`src/rtl/servo_pkg.sv`:
```
// Shared definitions for the multi-channel servo PWM block: position width,
// channel-index width helper and reset/slew defaults.
package servo_pkg;

  localparam int POS_W         = 8;
  localparam int RESET_POS_DEF = 128;
  localparam int SLEW_STEP_DEF = 4;

  // Channel index width: clog2 of the channel count, never narrower than one bit.
  function automatic int chw(input int n);
    int r;
    r = $clog2(n);
    return (r < 1) ? 1 : r;
  endfunction

endpackage

```
`src/rtl/servo_slew.sv`:
```
// Per-channel current-position register. cur only changes on a frame-start
// load, so the pulse width it drives is stable for a whole frame.
// Optional macro SERVO_SLEW_EN: limit each frame's move to SLEW_STEP units;
// without it the channel jumps straight to its target.
module servo_slew
  import servo_pkg::*;
#(
  parameter int RESET_POS = RESET_POS_DEF,
  parameter int SLEW_STEP = SLEW_STEP_DEF
) (
  input  logic             clk,
  input  logic             reset,
  input  logic             load,
  input  logic [POS_W-1:0] target,
  output logic [POS_W-1:0] cur,
  output logic [POS_W-1:0] cur_next
);

  if (SLEW_STEP == 0) begin : g_bad_slew
    $error("servo_slew: SLEW_STEP must be non-zero");
  end

`ifdef SERVO_SLEW_EN
  // Step toward the target by at most SLEW_STEP, landing exactly on it when close.
  always_comb begin
    cur_next = cur;
    if (target > cur) begin
      if (32'(target - cur) > SLEW_STEP) begin
        cur_next = cur + POS_W'(SLEW_STEP);
      end else begin
        cur_next = target;
      end
    end else if (target < cur) begin
      if (32'(cur - target) > SLEW_STEP) begin
        cur_next = cur - POS_W'(SLEW_STEP);
      end else begin
        cur_next = target;
      end
    end else begin
      cur_next = target;
    end
  end
`else
  // Without slew limiting the channel takes its target directly.
  always_comb begin
    cur_next = target;
  end
`endif

  // Hold the current position, updating only on frame-start loads.
  always_ff @(posedge clk) begin
    if (reset) begin
      cur <= POS_W'(RESET_POS);
    end else if (load) begin
      cur <= cur_next;
    end else begin
      cur <= cur;
    end
  end

endmodule

```
`src/rtl/servo_pwm_multi.sv`:
```
// Multi-channel servo PWM generator: one shared frame counter, per-channel
// target registers written through a valid/ready port, and registered pulses
// whose widths are latched at frame start.
// Optional macro SERVO_SLEW_EN: rate-limit position changes (see servo_slew).
module servo_pwm_multi
  import servo_pkg::*;
#(
  parameter int NUM_CH     = 4,
  parameter int PERIOD_CYC = 200000,
  parameter int MIN_CYC    = 10000,
  parameter int STEP_CYC   = 40,
  parameter int RESET_POS  = RESET_POS_DEF,
  parameter int SLEW_STEP  = SLEW_STEP_DEF,
  localparam int CHW       = chw(NUM_CH)
) (
  input  logic             clk,
  input  logic             reset,
  input  logic             en,
  input  logic             wr_valid,
  output logic             wr_ready,
  input  logic [CHW-1:0]   wr_ch,
  input  logic [POS_W-1:0] wr_pos,
  output logic             wr_err,
  output logic [NUM_CH-1:0] pwm_out,
  output logic             frame_start
);

  // Counter width; the longest pulse is below PERIOD_CYC so widths fit too.
  localparam int CW = $clog2(PERIOD_CYC);

  if (NUM_CH < 1 || NUM_CH > 16) begin : g_bad_num_ch
    $error("servo_pwm_multi: NUM_CH must be 1..16");
  end
  if (MIN_CYC + 255 * STEP_CYC >= PERIOD_CYC) begin : g_bad_timing
    $error("servo_pwm_multi: longest pulse does not fit in the frame");
  end
  if (SLEW_STEP == 0) begin : g_bad_slew
    $error("servo_pwm_multi: SLEW_STEP must be non-zero");
  end

  logic [CW-1:0]    cnt_r;
  logic [POS_W-1:0] target_r   [NUM_CH];
  logic [POS_W-1:0] cur_s      [NUM_CH];
  logic [POS_W-1:0] cur_next_s [NUM_CH];
  logic [POS_W-1:0] sel_s      [NUM_CH];
  logic [CW-1:0]    width_s    [NUM_CH];
  logic [NUM_CH-1:0] pwm_next_s;
  logic             load_s;
  logic             accept_s;
  logic             ch_bad_s;

  // Ready tracks reset directly so the port is usable the moment reset drops.
  assign wr_ready = ~reset;
  assign accept_s = wr_valid & wr_ready;
  assign ch_bad_s = (32'(wr_ch) >= NUM_CH);
  assign load_s   = en & (cnt_r == CW'(0));

  for (genvar g = 0; g < NUM_CH; g++) begin : g_ch
    servo_slew #(
      .RESET_POS (RESET_POS),
      .SLEW_STEP (SLEW_STEP)
    ) u_slew (
      .clk      (clk),
      .reset    (reset),
      .load     (load_s),
      .target   (target_r[g]),
      .cur      (cur_s[g]),
      .cur_next (cur_next_s[g])
    );
  end

  // Pulse widths: on the frame-start cycle use the position being loaded now.
  always_comb begin
    for (int i = 0; i < NUM_CH; i++) begin
      sel_s[i]      = load_s ? cur_next_s[i] : cur_s[i];
      width_s[i]    = CW'(MIN_CYC) + CW'(sel_s[i]) * CW'(STEP_CYC);
      pwm_next_s[i] = (cnt_r < width_s[i]);
    end
  end

  // Frame counter, target registers, write error flag and registered outputs.
  always_ff @(posedge clk) begin
    if (reset) begin
      cnt_r       <= CW'(0);
      pwm_out     <= '0;
      frame_start <= 1'b0;
      wr_err      <= 1'b0;
      for (int i = 0; i < NUM_CH; i++) begin
        target_r[i] <= POS_W'(RESET_POS);
      end
    end else begin
      wr_err <= accept_s & ch_bad_s;
      for (int i = 0; i < NUM_CH; i++) begin
        if (accept_s && !ch_bad_s && (wr_ch == CHW'(i))) begin
          target_r[i] <= wr_pos;
        end else begin
          target_r[i] <= target_r[i];
        end
      end
      if (en) begin
        cnt_r       <= (cnt_r == CW'(PERIOD_CYC - 1)) ? CW'(0) : cnt_r + CW'(1);
        frame_start <= (cnt_r == CW'(0));
        pwm_out     <= pwm_next_s;
      end else begin
        cnt_r       <= CW'(0);
        frame_start <= 1'b0;
        pwm_out     <= '0;
      end
    end
  end

endmodule

```
`config.mk`:
```
export PLATFORM = sky130hd
export DESIGN_NAME = servo_pwm_multi
export DESIGN_NICKNAME = d
export VERILOG_FILES = /design/src/rtl/servo_pkg.sv /design/src/rtl/servo_slew.sv /design/src/rtl/servo_pwm_multi.sv
export SDC_FILE = /design/constraint.sdc
export NUM_CORES = 1
export LEC_CHECK = 0
export CORE_MARGIN = 1
export CORE_UTILIZATION = 40
export DETAILED_ROUTE_END_ITERATION = 10
export HOLD_SLACK_MARGIN = 0.15
export PLACE_DENSITY = 0.56
export SETUP_SLACK_MARGIN = 0.4
export SYNTH_ARGS = -nofsm -noshare
export SYNTH_HDL_FRONTEND = slang
export SYNTH_SLANG_ARGS = --single-unit
```
`constraint.sdc`:
```
create_clock -name clk -period 5.1 [get_ports clk]
set_clock_uncertainty 0.2 [all_clocks]
set_input_delay 1.02 -clock clk [delete_from_list [all_inputs] [get_ports clk]]
set_output_delay 1.02 -clock clk [all_outputs]
set_load 0.1 [all_outputs]
```
# Word level (Yosys, flattened, before mapping)
# Memory sizes are Yosys's and may differ from the RTL's.
# Index checks and enable logic that the tools add are counted.
[totals] inputBits=14 reg_bits=55 mem_bits_rw=32 mem_count=1
[memory_table] memory="target_r" depth=4 word_bits=8 rd=4 rd_clocked_by_memory_dff=0 wr=4 line="servo_pwm_multi.sv:42" rtl="logic [POS_W-1:0] target_r [NUM_CH];"
[op_classes] n_bitwise=12 add_sub_neg=5 n_mux=38 n_lt_le_gt_ge=4 eq_ne=4 n_reduce_logical=8 multipliers=4
[ops] cell="8-bit 2-to-1 mux" count=12
[ops] cell="18-bit by 15-bit < comparator with 1-bit output" count=4
[ops] cell="14-bit by 14-bit adder with 15-bit output (first input constant)" count=4
[ops] cell="8-bit by 3-bit multiplier with 11-bit output (second input constant)" count=4
[ops] cell="1-bit 2-to-1 mux" count=26
[ops] cell="18-bit by 1-bit adder with 18-bit output (second input constant)" count=1
[ops] cell="18-bit equality test (second input constant)" count=1
[ops] cell="18-bit logical NOT" count=1
[ops] cell="1-bit OR" count=8
[ops] cell="2-bit equality test (second input constant)" count=2
[ops] cell="1-bit logical AND" count=4
[ops] cell="3-bit OR reduction" count=1
[ops] cell="1-bit AND" count=2
[ops] cell="2-bit by 1-bit equality test with 1-bit output (second input constant)" count=1
[ops] cell="2-bit logical NOT" count=1
[ops] cell="1-bit NOT" count=2
[ops] cell="2-bit OR reduction" count=1

# Longest topological paths before layout
# Gate-level depths: netlist of the first run.
[depth] depth_word=8 ltp_mapped=24 mapped_depth_nobuf=23

# By module
# Synthesis of the first run repeated with hierarchy kept, for this count alone.
[hier_totals] cells_unflattened=737 hier_area_um2=7079.3
[by_module_without_submodules] module="servo_pwm_multi" n_inst=1 cells_each=601 area_per_inst_um2=5677.9
[by_module_without_submodules] module="servo_slew" n_inst=4 cells_each=34 area_per_inst_um2=350.3

# Worst setup path after synthesis of the first run
# Ideal clock, no wire load.
[synth_timing] path_type="input -> register" start="in en" end="reg pwm_out[0]" setup_ns=0.080 cell_stages=19 n_path_buf=2 t_arrival_ns=5.257 setup_slack_ns=-0.437 cell_sequence="nor4b_4 buf_6 buf_4 mux2_2 ha_1 ha_1 fa_1 a21o_1 a21oi_1 xnor2_1 a2111oi_0 xnor2_1 ha_1 a21o_1 a21oi_1 nor2b_1 o21ai_0 o311ai_0 nor3b_1"
[synth_rtl] element="start: declaration" line="servo_pwm_multi.sv:18" rtl="input logic en,"
[synth_rtl] element="end signal: assignment" line="servo_pwm_multi.sv:103" rtl="pwm_out <= pwm_next_s;"
[synth_rtl] element="end: declaration" line="servo_pwm_multi.sv:24" rtl="output logic [NUM_CH-1:0] pwm_out,"

==> results of run 1 <==
worst max-delay path: stages, from the launching register on:
cell,delay [ns]
sky130_fd_sc_hd__dfxtp_2,0.33
sky130_fd_sc_hd__inv_2,0.06
sky130_fd_sc_hd__ha_4,0.12
sky130_fd_sc_hd__nor4b_4,0.21
sky130_fd_sc_hd__nand4_1,0.19
sky130_fd_sc_hd__nor4b_4,0.26
sky130_fd_sc_hd__buf_6,0.16
sky130_fd_sc_hd__buf_12,0.13
sky130_fd_sc_hd__buf_8,0.11
sky130_fd_sc_hd__mux2_4,0.33
sky130_fd_sc_hd__ha_4,0.23
sky130_fd_sc_hd__ha_4,0.15
sky130_fd_sc_hd__fa_2,0.33
sky130_fd_sc_hd__a21o_1,0.20
sky130_fd_sc_hd__a21oi_2,0.14
sky130_fd_sc_hd__buf_4,0.13
sky130_fd_sc_hd__o21bai_1,0.08
sky130_fd_sc_hd__a21oi_2,0.19
sky130_fd_sc_hd__xor2_2,0.10
sky130_fd_sc_hd__o31a_1,0.33
sky130_fd_sc_hd__ha_4,0.28
sky130_fd_sc_hd__and4_1,0.19
sky130_fd_sc_hd__nand3_2,0.10
sky130_fd_sc_hd__o311ai_2,0.38
sky130_fd_sc_hd__nor3b_4,0.09
Yosys cell counts (3+ instances only):
cell type                    n
sky130_fd_sc_hd__xor2_1     29
sky130_fd_sc_hd__o311ai_0    3
sky130_fd_sc_hd__nor3b_1     3
sky130_fd_sc_hd__nor3_1     18
sky130_fd_sc_hd__ha_1       98
sky130_fd_sc_hd__nand2_1    14
sky130_fd_sc_hd__buf_4       3
sky130_fd_sc_hd__or2_2       6
sky130_fd_sc_hd__fa_1        4
sky130_fd_sc_hd__o21a_1      8
sky130_fd_sc_hd__and3_1     10
sky130_fd_sc_hd__nor2_1     36
sky130_fd_sc_hd__a21oi_1    30
sky130_fd_sc_hd__a21o_1     19
sky130_fd_sc_hd__nand3_1    15
sky130_fd_sc_hd__o31a_1      5
sky130_fd_sc_hd__xnor2_1    24
sky130_fd_sc_hd__and2_1     30
sky130_fd_sc_hd__o31ai_1     3
sky130_fd_sc_hd__and4_1      3
sky130_fd_sc_hd__o2111ai_1   3
sky130_fd_sc_hd__nand2b_1    5
sky130_fd_sc_hd__dfxtp_1    55
sky130_fd_sc_hd__or3_1       7
sky130_fd_sc_hd__mux2_2     23
sky130_fd_sc_hd__nand4_1    10
sky130_fd_sc_hd__nor4_1      3
sky130_fd_sc_hd__mux2i_1     6
sky130_fd_sc_hd__inv_1      22
sky130_fd_sc_hd__clkbuf_1    8
sky130_fd_sc_hd__edfxtp_1   32
sky130_fd_sc_hd__o21ai_0    19
sky130_fd_sc_hd__nor2b_1    26
sky130_fd_sc_hd__o21bai_1    6
layout make-up:
class / count / area, um2
Tap cell: 188 / 235.2
Clock buffer: 10 / 229.0
Clock inverter: 6 / 93.84
Timing Repair Buffer: 140 / 1195
Multi-Input combinational cell: 488 / 4623
Fill cell: 1260 / 6623
Sequential cell: 87 / 2064
Inverter: 22 / 82.58
flip-flops by register name (all words and copies together) (netlist names):
name,cells
g_ch.u_slew.cur,32
cnt_r,18
frame_start,1
target_r,32
pwm_out,4
metal layers:
metal,GRT usage (%),up-vias,wire (um),share of wire (%)
met1,26.03,2323,7299,47
met5,0,-,0,0
met2,33.83,64,7531,48
li1,-,2481,-,-
met4,6.804,0,252,1.6
met3,3.229,18,466,3.0
worst max path at each step:
stage / from / end / cells past startpoint
2_1_floorplan: en / pwm_out[0] / 19
3_3_place_gp: en / pwm_out[0] / 20
3_5_place_dp: en / pwm_out[0] / 20
4_1_cts: cnt_r[0] / pwm_out[1] / 24
5_1_grt: cnt_r[0] / pwm_out[1] / 24
6_report: cnt_r[0] / pwm_out[0] / 24
logic make-up (layout without fill, tap and decap cells):
| logic type | after synthesis | count (layout) | share of synthesized area (%) |
|---|---|---|---|
| AND/OR/NAND/NOR | 190 | 190 | 17.31 |
| multiplexers | 32 | 32 | 5.878 |
| other | 1 | 1 | 0.06074 |
| XOR/XNOR | 55 | 55 | 8.046 |
| adder cells (fa/ha/maj) | 102 | 102 | 21.16 |
| AO/OA/AOI/OAI | 108 | 108 | 11.59 |
| buffers and inverters | 35 | 178 | 2.554 |
| flip-flops | 87 | 87 | 33.40 |
cell usage in the layout (no fill, tap or decap), types with 16 or more instances in the layout:
| master | instances |
|---|---|
| sky130_fd_sc_hd__clkdlybuf4s50_1 | 17 |
| sky130_fd_sc_hd__edfxtp_1 | 32 |
| sky130_fd_sc_hd__o21ai_0 | 16 |
| sky130_fd_sc_hd__a21oi_1 | 19 |
| sky130_fd_sc_hd__buf_4 | 112 |
| sky130_fd_sc_hd__inv_1 | 19 |
| sky130_fd_sc_hd__ha_1 | 72 |
| sky130_fd_sc_hd__and2_1 | 30 |
| sky130_fd_sc_hd__a21o_1 | 19 |
| sky130_fd_sc_hd__dfxtp_1 | 53 |
| sky130_fd_sc_hd__xnor2_1 | 19 |
| sky130_fd_sc_hd__ha_4 | 22 |
| sky130_fd_sc_hd__xor2_1 | 25 |
| sky130_fd_sc_hd__nor2b_1 | 26 |
| sky130_fd_sc_hd__nor2_1 | 33 |
power by group through the flow:
stage          logic [W]  clock network (W)  registers (W)
3_3_place_gp    0.000996                  0       0.000797
5_1_grt          0.00130           0.000763       0.000788
6_report         0.00118           0.000729       0.000784
4_1_cts          0.00114           0.000740       0.000784
3_5_place_dp     0.00103                  0       0.000798
2_1_floorplan   0.000673                  0       0.000805
per-stage QoR:
step | util (%) | power [W] | hold slack [ns] | area (um2)
after floorplan | - | 0.001478 | 0.2372 | 6479
after global placement | 50.30 | 0.001793 | 0.3136 | 7619
after detailed placement | 50.30 | 0.001826 | 0.3383 | 7619
after CTS | 54.99 | 0.002660 | 0.3483 | 8329
after global routing | 56.27 | 0.002847 | 0.3476 | 8523
final | 56.27 | 0.002690 | 0.3316 | 8523
what timing repair did:
item | in CTS | in global routing
pin swaps | 53 | 33
hold buffers | 0 | 0
setup endpoints to repair | 4 | 4
buffers inserted | 14 | 4
endpoints found under the hold margin | 0 | 0
resized for setup | 46 | 31
gates cloned | 1 | 0
==> out/qor_table.md, run 1 <==
| Group | Quantity | Value |
| --- | --- | --- |
| yosys | Number of warning messages in the yosys log | 0 |
| yosys | Share of the synthesized area in the top cell type | 19.86% |
| clocking | Clock H-tree levels | 3 |
| status | Failing checks | negative setup slack |
| timing | Number of setup violations in the final report | 1 |
| grt | Largest net degree at the start of global routing | 32 |
| finish | Total Nets Final | 864 |
| worst setup path | Startpoint types | flop |
| pwr | Portion of total power attributed to sequential cells | 29.2% |
| timing | TNS Setup | -0.04651 ns |
| yosys | Number of flops mapped to enable cells by yosys | 32 |
| route | Vias after detailed routing | 4886 |
| yosys | Cell type with the largest total area after synthesis | sky130_fd_sc_hd__ha_1 |
| finish | Area delta synth->final | 38.06% |
| route | Via density | 5.192 |
| worst setup path | Arrival time at the worst endpoint | 5.17 ns |
| hold path | Hold Path Class | flop to flop |
| place | Number of buffers inserted by port buffering | 19 |
| worst setup path | Worst reg2reg path endpoint | pwm_out[0] |
| route | Number of remaining DRC errors | 0 |
| worst setup path | CP Data Required Time | 5.13 ns |
| pwr | Net switching fraction of the power | 32.78% |
| timing | Share of the clock period used by the worst path after layout | 100.9% |
| grt | GRT Util Overall | 20.06% |
| hold path | Number of instances on the worst hold path | 2 |
| route | TritonRoute pass-1 iters | 4 |
| hold path | Endpoint of the worst hold-timing path | cnt_r[0] |
| floorplanning | Die W | 126.2 um |
| place | RePlAce Congestion | 0.7960 |
| worst setup path | Endpoint type of the worst setup path | flop |
| worst setup path | Critical setup path kind | flop to flop |
| route | Number of DRC markers in iteration 0 | 193 |
| yosys | Netlist area before placement | 6173 um2 |
| grt | Global-route wire length before repair | 24680 um |
| route | DRT antenna net count | 0 |
| floorplanning | Placement row count | 45 |
| worst setup path | Setup slack of the most critical reg-to-reg path | -0.05 ns |
| worst setup path | Startpoint of the lowest-slack register-to-register path | cnt_r[0] |
| pwr | Internal Power | 0.001808 W |
| finish | Layout cell share with drive strength beyond 1 | 33.86% |
| clocking | Clock slew at reported path FFs | 0.07 ns |
| route | Post-detailed-route wirelength per cell | 16.52 um |
| run | Max-cap violations | 0 |
| clocking | Number of CTS-inserted buffers | 9 |
| clocking | CTS sink count | 87 |
| floorplanning | Total Die Area | 15930 um2 |
| timing | Setup slack after layout | -0.04651 ns |
| place | Cells after DPL | 906 |
| yosys | Sequential cell area fraction in the yosys report | 33.40% |
| timing | Max Slew Vio Count | 0 |
| route | DRT Wirelength | 15550 um |
| pwr | Clock Power Share | 27.1% |
| status | Result of the run | finished with violations |
| timing | Setup repair after global routing missed its margin | true |
| worst setup path | Depth of the worst register-to-register path | 24 |
| grt | Antenna violations before repair | 0 |
| finish | Number of standard cells in the final layout excluding fillers | 941 |
| timing | Final period demand of the worst path | 5.147 ns |
| yosys | Synth Flop Type | sky130_fd_sc_hd__dfxtp_1 |
| pwr | Power density cells | 315.6 nW/um2 |
| timing | Maximum achievable frequency | 194.3 MHz |
| place | Worst slack, placed | -0.7306 ns |
| timing | Final hold viol count | 0 |
| worst setup path | CP max FO | 6 |
| pwr | Net load switching power | 0.0008818 W |
| yosys | Synth Register Bits | 87 |
| clocking | Maximum buffer depth of the clock tree | 2 |
| clocking | Clock root buffer | sky130_fd_sc_hd__clkbuf_16 |
| pwr | Leak Pwr | 3.829 nW |
| pwr | Combinational power share | 43.8% |
| pwr | Highest ir drop seen on vdd | 0.2276 mV |
| yosys | Distinct cells, synth | 52 |
| grt | Number of global-route vias before repair | 4869 |
| yosys | Mean post-synth cell area | 10.12 um2 |
| yosys | Biggest area contributors in the synthesized netlist | sky130_fd_sc_hd__ha_1, sky130_fd_sc_hd__dfxtp_1, sky130_fd_sc_hd__edfxtp_1 |
| yosys | Net count after synthesis | 726 |
| grt | Leftover overflow at the end of global routing | 0 |
| hold path | Startpoint of the lowest-slack hold path | cnt_r[0] |
| finish | Antenna cell count | 0 |
| clocking | Clock tree from TritonCTS | yes |
| floorplanning | Core ar. | 15150 um2 |
| floorplanning | I/O pin count | 21 |
| floorplanning | Vertical die dimension | 126.2 um |
| clocking | Clock network latency to the later pin of the worst-skew pair | 0.36 ns |
| timing | Worst-margin pin slew | 1.295 ns |
| yosys | Ys async rst share | 0% |
| timing | Normalized max-slew margin | 12.78% |
| floorplanning | Initial cell density of the core | 40.76% |
| place | Post-detailed-placement half-perimeter wirelength | 11620 um |
| yosys | Cell count after synthesis | 610 |
(Power assumes the default switching activity.)
==> inputs of run 2 (changes only) <==
Settings changed: SYNTH_HIERARCHICAL from default to 1.
==> run 2 against run 1 <==
Net effect:
- the run still ends with negative setup slack left
- design area is 13% higher
- largest power group unchanged
- worst hold slack worse by 0.041 ns
- combinational power is 19% higher
- clock power is 4.7% lower
- clock-buffer cell count stayed put
- fmax is 2.5% lower
- synthesized area is 15% higher
- global-route usage is 2.3 points higher
- power is 8.0% higher
- non-clock buffer count is 45 higher
- critical path depth stayed put
- critical path type is now primary input to flop
==> out/qor_table.md, run 2 <==
| Group | Quantity | Value | Delta |
| --- | --- | --- | --- |
| yosys | Mean post-synth cell area | 9.606 um2 | -5.1% |
| worst setup path | Slowest CP cell | sky130_fd_sc_hd__a2111oi_1 |  |
| grt | GRT Util Overall | 22.37% | +2.3 points |
| grt | Largest net degree at the start of global routing | 61 | +91% |
| worst setup path | Crit path largest cell delay | 0.40 ns | +0.02 ns |
| place | Post-detailed-placement half-perimeter wirelength | 14270 um | +23% |
| pwr | Highest ir drop seen on vdd | 0.2364 mV | +3.9% |
| finish | Antenna cell count | 0 | unchanged |
| timing | Final hold viol count | 0 | unchanged |
| grt | Global-route wire length before repair | 31320 um | +27% |
| route | DRT Wirelength | 19600 um | +26% |
| route | Post-detailed-route wirelength per cell | 17.74 um | +7.4% |
| floorplanning | Vertical die dimension | 135.0 um | +7.0% |
| timing | Number of setup violations in the final report | 3 | +2 |
| clocking | Total of hold buffers inserted after clock tree synthesis | 0 | unchanged |
| timing | Max Slew Vio Count | 0 | unchanged |
| status | Result of the run | finished with violations |  |
| floorplanning | Total Die Area | 18230 um2 | +14% |
| route | Vias after detailed routing | 5889 | +21% |
| floorplanning | Initial cell density of the core | 40.93% | +0.17 points |
| route | DRT antenna net count | 0 | unchanged |
| yosys | Net count after synthesis | 853 | +17% |
| yosys | Synth Register Bits | 87 | unchanged |
| finish | Highest-count cells in the layout ignoring fill and taps | sky130_fd_sc_hd__buf_4, sky130_fd_sc_hd__ha_1, sky130_fd_sc_hd__dfxtp_1, sky130_fd_sc_hd__nor2_1, sky130_fd_sc_hd__nand2_1 |  |
| floorplanning | I/O pin count | 21 | unchanged |
| clocking | Clock network latency to the later pin of the worst-skew pair | 0.35 ns | about the same |
| worst setup path | Arrival time at the worst endpoint | 5.38 ns | +0.21 ns |
| worst setup path | Startpoint types | primary input |  |
| grt | Leftover overflow at the end of global routing | 0 | unchanged |
| timing | Normalized max-slew margin | 15.82% | +3.0 points |
| finish | Commonest non-fill, non-tap cell in the layout | sky130_fd_sc_hd__buf_4 |  |
| yosys | Netlist area before placement | 7079 um2 | +15% |
| pwr | Power density cells | 301.0 nW/um2 | -4.6% |
| pwr | Leak Pwr | 4.335 nW | +13% |
| floorplanning | Die W | 135.0 um | +7.0% |
| place | RePlAce Congestion | 0.8462 | +6.3% |
| clocking | Clock tree from TritonCTS | yes |  |
| floorplanning | Placement row count | 48 | +6.7% |
| route | TritonRoute pass-1 iters | 5 | +1 |
| route | Via density | 5.329 | +2.6% |
| yosys | Ys async rst share | 0% | unchanged |
| clocking | CTS sink count | 87 | unchanged |
| clocking | Clock root buffer | sky130_fd_sc_hd__clkbuf_16 |  |
| grt | Number of global-route vias before repair | 6125 | +26% |
| clocking | Clock H-tree levels | 3 | unchanged |
| yosys | Biggest area contributors in the synthesized netlist | sky130_fd_sc_hd__ha_1, sky130_fd_sc_hd__dfxtp_1, sky130_fd_sc_hd__edfxtp_1 |  |
| timing | Setup repair after global routing missed its margin | true |  |
| finish | Total Nets Final | 991 | +15% |
| worst setup path | Critical setup path kind | primary input to flop |  |
| run | Max-cap violations | 0 | unchanged |
| timing | Worst-margin pin slew | 1.249 ns | -0.04518 ns |
| clocking | Number of CTS-inserted buffers | 9 | unchanged |
| place | Cells after DPL | 1050 | +16% |
| yosys | Cell type with the largest total area after synthesis | sky130_fd_sc_hd__ha_1 |  |
| yosys | Sequential cell area fraction in the yosys report | 29.13% | -4.3 points |
| timing | Maximum achievable frequency | 189.4 MHz | -2.5% |
| yosys | Number of warning messages in the yosys log | 6 | +6 |
| timing | Final period demand of the worst path | 5.280 ns | +0.1338 ns |
| status | Failing checks | negative setup slack |  |
| worst setup path | CP max FO | 6 | unchanged |
| floorplanning | Core ar. | 17300 um2 | +14% |
| yosys | Cell count after synthesis | 737 | +21% |
| yosys | Synth Flop Type | sky130_fd_sc_hd__dfxtp_1 |  |
| yosys | Distinct cells, synth | 49 | -5.8% |
| worst setup path | Endpoint type of the worst setup path | flop |  |
| route | Number of remaining DRC errors | 0 | unchanged |
| worst setup path | CP Data Required Time | 5.20 ns | +0.07 ns |
| place | Number of buffers inserted by port buffering | 19 | unchanged |
| clocking | Maximum buffer depth of the clock tree | 2 | unchanged |
| yosys | Library cell with the highest instance count after synthesis | sky130_fd_sc_hd__ha_1 |  |
| yosys | Commonest cells in the netlist | sky130_fd_sc_hd__ha_1, sky130_fd_sc_hd__dfxtp_1, sky130_fd_sc_hd__nor2_1 |  |
| finish | Layout cell share with drive strength beyond 1 | 35.34% | +1.5 points |
| finish | Largest registers | g_ch.u_slew/cur: 32 flops, target_r: 32 flops, cnt_r: 18 flops |  |
| grt | Antenna violations before repair | 0 | unchanged |
| yosys | Share of the synthesized area in the top cell type | 17.32% | -2.5 points |
| finish | Number of standard cells in the final layout excluding fillers | 1105 | +17% |
| finish | Final core utilization | 55.79% | -0.48 points |
| route | Number of DRC markers in iteration 0 | 252 | +31% |
| finish | Area delta synth->final | 36.32% |  |
| timing | Setup slack after layout | -0.1803 ns | -0.1338 ns |
| clocking | Clock slew at reported path FFs | 0.07 ns | about the same |
| timing | Share of the clock period used by the worst path after layout | 103.5% | +2.6 points |
| timing | TNS Setup | -0.3185 ns | -0.2720 ns |
| hold path | Hold Path Class | flop to flop |  |
| yosys | Number of flops mapped to enable cells by yosys | 32 | unchanged |
| worst setup path | CP Cell Sequence | buf_6 > and4bb_2 > nand4_4 > nor2_4 > buf_12 > buf_12 > buf_16 > mux2_4 > ha_4 > ha_4 > fa_2 > a21oi_4 > o21bai_2 > xor2_2 > nor3_2 > nand2_1 > xnor2_1 > ha_1 > a21o_1 > a21o_1 > a21oi_2 > nor2b_1 > a2111oi_1 > o21a_1 |  |
-- run 2: timing repair --
item / 4_1_cts / 5_1_grt
resized for setup: 65 / 23
gates cloned: 3 / 0
buffers inserted: 31 / 5
pin swaps: 79 / 27
endpoints found under the setup margin: 4 / 4
-- run 2: per-layer routing --
| layer | wire length [um] | global-route usage, % |
|---|---|---|
| met5 | 0 | 0 |
| met4 | 526 | 8.115 |
| met3 | 826 | 4.017 |
| met2 | 9687 | 39.12 |
| met1 | 8563 | 27.35 |
-- run 2: cells by family (layout without fill, tap and decap cells) --
kind of cell	Yosys count	count (layout)	synth area share (%)
XOR/XNOR	57	57	7.052
adder cells (fa/ha/maj)	102	102	18.45
other	1	1	0.05297
flip-flops	87	87	29.13
AO/OA/AOI/OAI	128	128	12.80
buffers and inverters	75	218	6.557
multiplexers	56	56	8.413
AND/OR/NAND/NOR	231	231	17.55
-- run 2: through the flow --
stage               setup slack [ns]  total power (W)  cell area, um2  hold WS, ns
floorplan                    -0.1763         0.001580            7382       0.2375
finish                       -0.1803         0.002904            9651       0.2906
detailed placement           -0.9867         0.001961            8418       0.2738
CTS                         -0.07152         0.002867            9459       0.2943
global route                 -0.2910         0.003071            9651       0.3234
global placement             -0.8651         0.001916            8418       0.2693
-- run 2: final timing paths --
| check | slack, ns | cells after the start | from | end |
|---|---|---|---|---|
| worst max-delay path | -0.18 | 24 | en | pwm_out[3] |
| worst min-delay path | 0.29 | 2 | g_ch[0].u_slew/cur[0] | g_ch[0].u_slew/cur[0] |
| worst max register to register | 0.03 | 25 | cnt_r[1] | pwm_out[3] |
| worst min register to register | 0.29 | 2 | g_ch[0].u_slew/cur[0] | g_ch[0].u_slew/cur[0] |
-- run 2: critical path: cells and delay by family --
family	cells	cell delay [ns]
buf+inv	4	0.42
xor+xnor	2	0.37
fa+ha+maj	4	1.07
compound gates	7	1.31
mux	1	0.32
simple gates	6	0.84
-- run 2: cell type report --
| class | instances | area (um2) |
|---|---|---|
| Clock buffer | 10 | 229.0 |
| Clock inverter | 6 | 75.07 |
| Fill cell | 1495 | 7646 |
| Inverter | 17 | 63.81 |
| Multi-Input combinational cell | 575 | 5345 |
| Sequential cell | 87 | 2062 |
| Tap cell | 225 | 281.5 |
| Timing Repair Buffer | 185 | 1594 |
-- run 2: report_power, final --
part           internal [W]  total [W]  switching (W)
Sequential         0.000768   0.000799      0.0000305
Clock              0.000388   0.000695       0.000306
Combinational      0.000733    0.00141       0.000678
Total               0.00189    0.00290        0.00102
==> inputs of run 3 (changes only) <==
Settings changed: CTS_CLUSTER_SIZE from default to 24.
==> results of run 3 <==
No change in the layout: final DEF, timing and power equal those of run 2.
==> RTL edit, RTL diff (config.mk and constraints of run 2) <==
Make the reset (`reset`) asynchronous in 2 clocked blocks.
--- a/src/rtl/servo_slew.sv
+++ b/src/rtl/servo_slew.sv
@@ -50,3 +50,3 @@
   // Hold the current position, updating only on frame-start loads.
-  always_ff @(posedge clk) begin
+  always_ff @(posedge clk or posedge reset) begin
     if (reset) begin
--- a/src/rtl/servo_pwm_multi.sv
+++ b/src/rtl/servo_pwm_multi.sv
@@ -81,3 +81,3 @@
   // Frame counter, target registers, write error flag and registered outputs.
-  always_ff @(posedge clk) begin
+  always_ff @(posedge clk or posedge reset) begin
     if (reset) begin
Check against the original RTL: differs if reset is asserted again (counterexample within 4 cycles, from zero or initial values and one cycle with reset high); with reset held inactive, the same outputs for 10 cycles.
==> RTL edit against run 2 <==
- synthesized area rose by 1.6%
- the run still ends with setup timing left
- final area fell by 4.3%
- via count fell by 6.8%
- sequential cell count did not move
- largest cell class unchanged
- worst setup slack improved by 51 ps
- wire length fell by 8.6%
- hold slack improved by 22 ps
Power is not compared: it rests on default switching activity, and its combinational part moved more than twofold at a synthesized area within 25%.
==> RTL edit: results (changes against run 2) <==
Compound-gate portion of the synthesized area - 12.0% (was 12.8%)
Pin count of the biggest net entering global routing - 42 (was 61)
Cell Area, Placed - 0.00856 mm^2 (was 0.00842 mm^2)
Met1 Track Usage GR - 26.3% (was 27.3%)
Min-delay src - g_ch[0].u_slew/cur[6] (was g_ch[0].u_slew/cur[0])
DR WL met3 - 545 um (was 826 um)
Failing checks - setup timing (unchanged)
Share of layout cells above drive strength 1 - 40.6% (was 35.3%)
Sequential share of the synthesized area - 30.4% (was 29.1%)
Global Route met2 Usage - 35.5% (was 39.1%)
Placer congestion estimate - 0.861 (was 0.846)
Post-synthesis mux area share - 16.4% (was 8.41%)
Ys async rst share - 100% (was 0%)
Final setup viols - 4 (was 3)
Setup tns final - -407 ps (was -319 ps)
Buffers inserted by post-CTS timing repair - 10 (was 31)
Worst path setup slack after routing - -129 ps (was -180 ps)
GRT Util Overall - 20.6% (was 22.4%)
Via count - 5487 (was 5889)
Largest stage delay on the critical path - 370 ps (was 400 ps)
DRT Pass-1 Iters - 4 (was 5)
Filler cells - 1532 (was 1495)
Wire length on met2 - 8.69 mm (was 9.69 mm)
Slowest library cell on the worst path - mux2_4 (was a2111oi_1)
WP data arrival - 5310 ps (was 5380 ps)
Post-CTS sizing - 31 (was 65)
DP Wirelength - 13.8 mm (was 14.3 mm)
Met1 wire length - 8.36 mm (was 8.56 mm)
Largest cells by area after synthesis - dfrtp_1 (27%), ha_1 (17%), mux2_2 (8.6%) (was ha_1 (17%), dfxtp_1 (16%), edfxtp_1 (14%))
Fin nets - 918 (was 991)
M3 GR Usage - 3.39% (was 4.02%)
Detailed Route WL - 17.9 mm (was 19.6 mm)
Syn_nets - 785 (was 853)
Mapped Cells - 669 (was 737)
Worst R2R Start - cnt_r[1] (unchanged)
Post-synthesis xor/xnor area fraction - 7.29% (was 7.05%)
Relative slew slack - 22.9% (was 15.8%)
Maximum fanout along the worst path - 6 (unchanged)
Adder-cell share of the synthesized area - 18.2% (was 18.5%)
Pre-CTS setup slack - -970 ps (was -987 ps)
Outcome - complete, but fails checks (unchanged)
Post-synth top cells - ha_1 (98), dfrtp_1 (79), mux2_2 (55) (was ha_1 (98), dfxtp_1 (55), nor2_1 (49))
Number of global-route vias before repair - 5842 (was 6125)
-- RTL edit: final cells by class --
cell class	instances	area, um^2	area share, %
inverters	21	78.8	0.854
clock inverters	7	114	1.23
clock buffers	9	225	2.44
repair buffers	166	1320	14.2
flip-flops and latches	87	2190	23.7
multi-input cells	517	5030	54.5
well taps	225	282	3.05
-- RTL edit: worst paths after layout --
kind,end,cells past startpoint
max,pwm_out[2],22
min,g_ch[0].u_slew/cur[6],1
max reg2reg,pwm_out[2],24
min reg2reg,g_ch[0].u_slew/cur[6],1
max in group asynchronous,pwm_out[2],3
min in group asynchronous,g_ch[3].u_slew/cur[1],2
-- RTL edit: worst max-delay path: cells and delay by family --
kind | cells | cell delay, ps
AND/OR/NAND/NOR | 6 | 1170
multiplexers | 1 | 370
AO/OA/AOI/OAI | 8 | 1450
adder cells (fa/ha/maj) | 4 | 980
buffers and inverters | 2 | 200
XOR/XNOR | 1 | 110
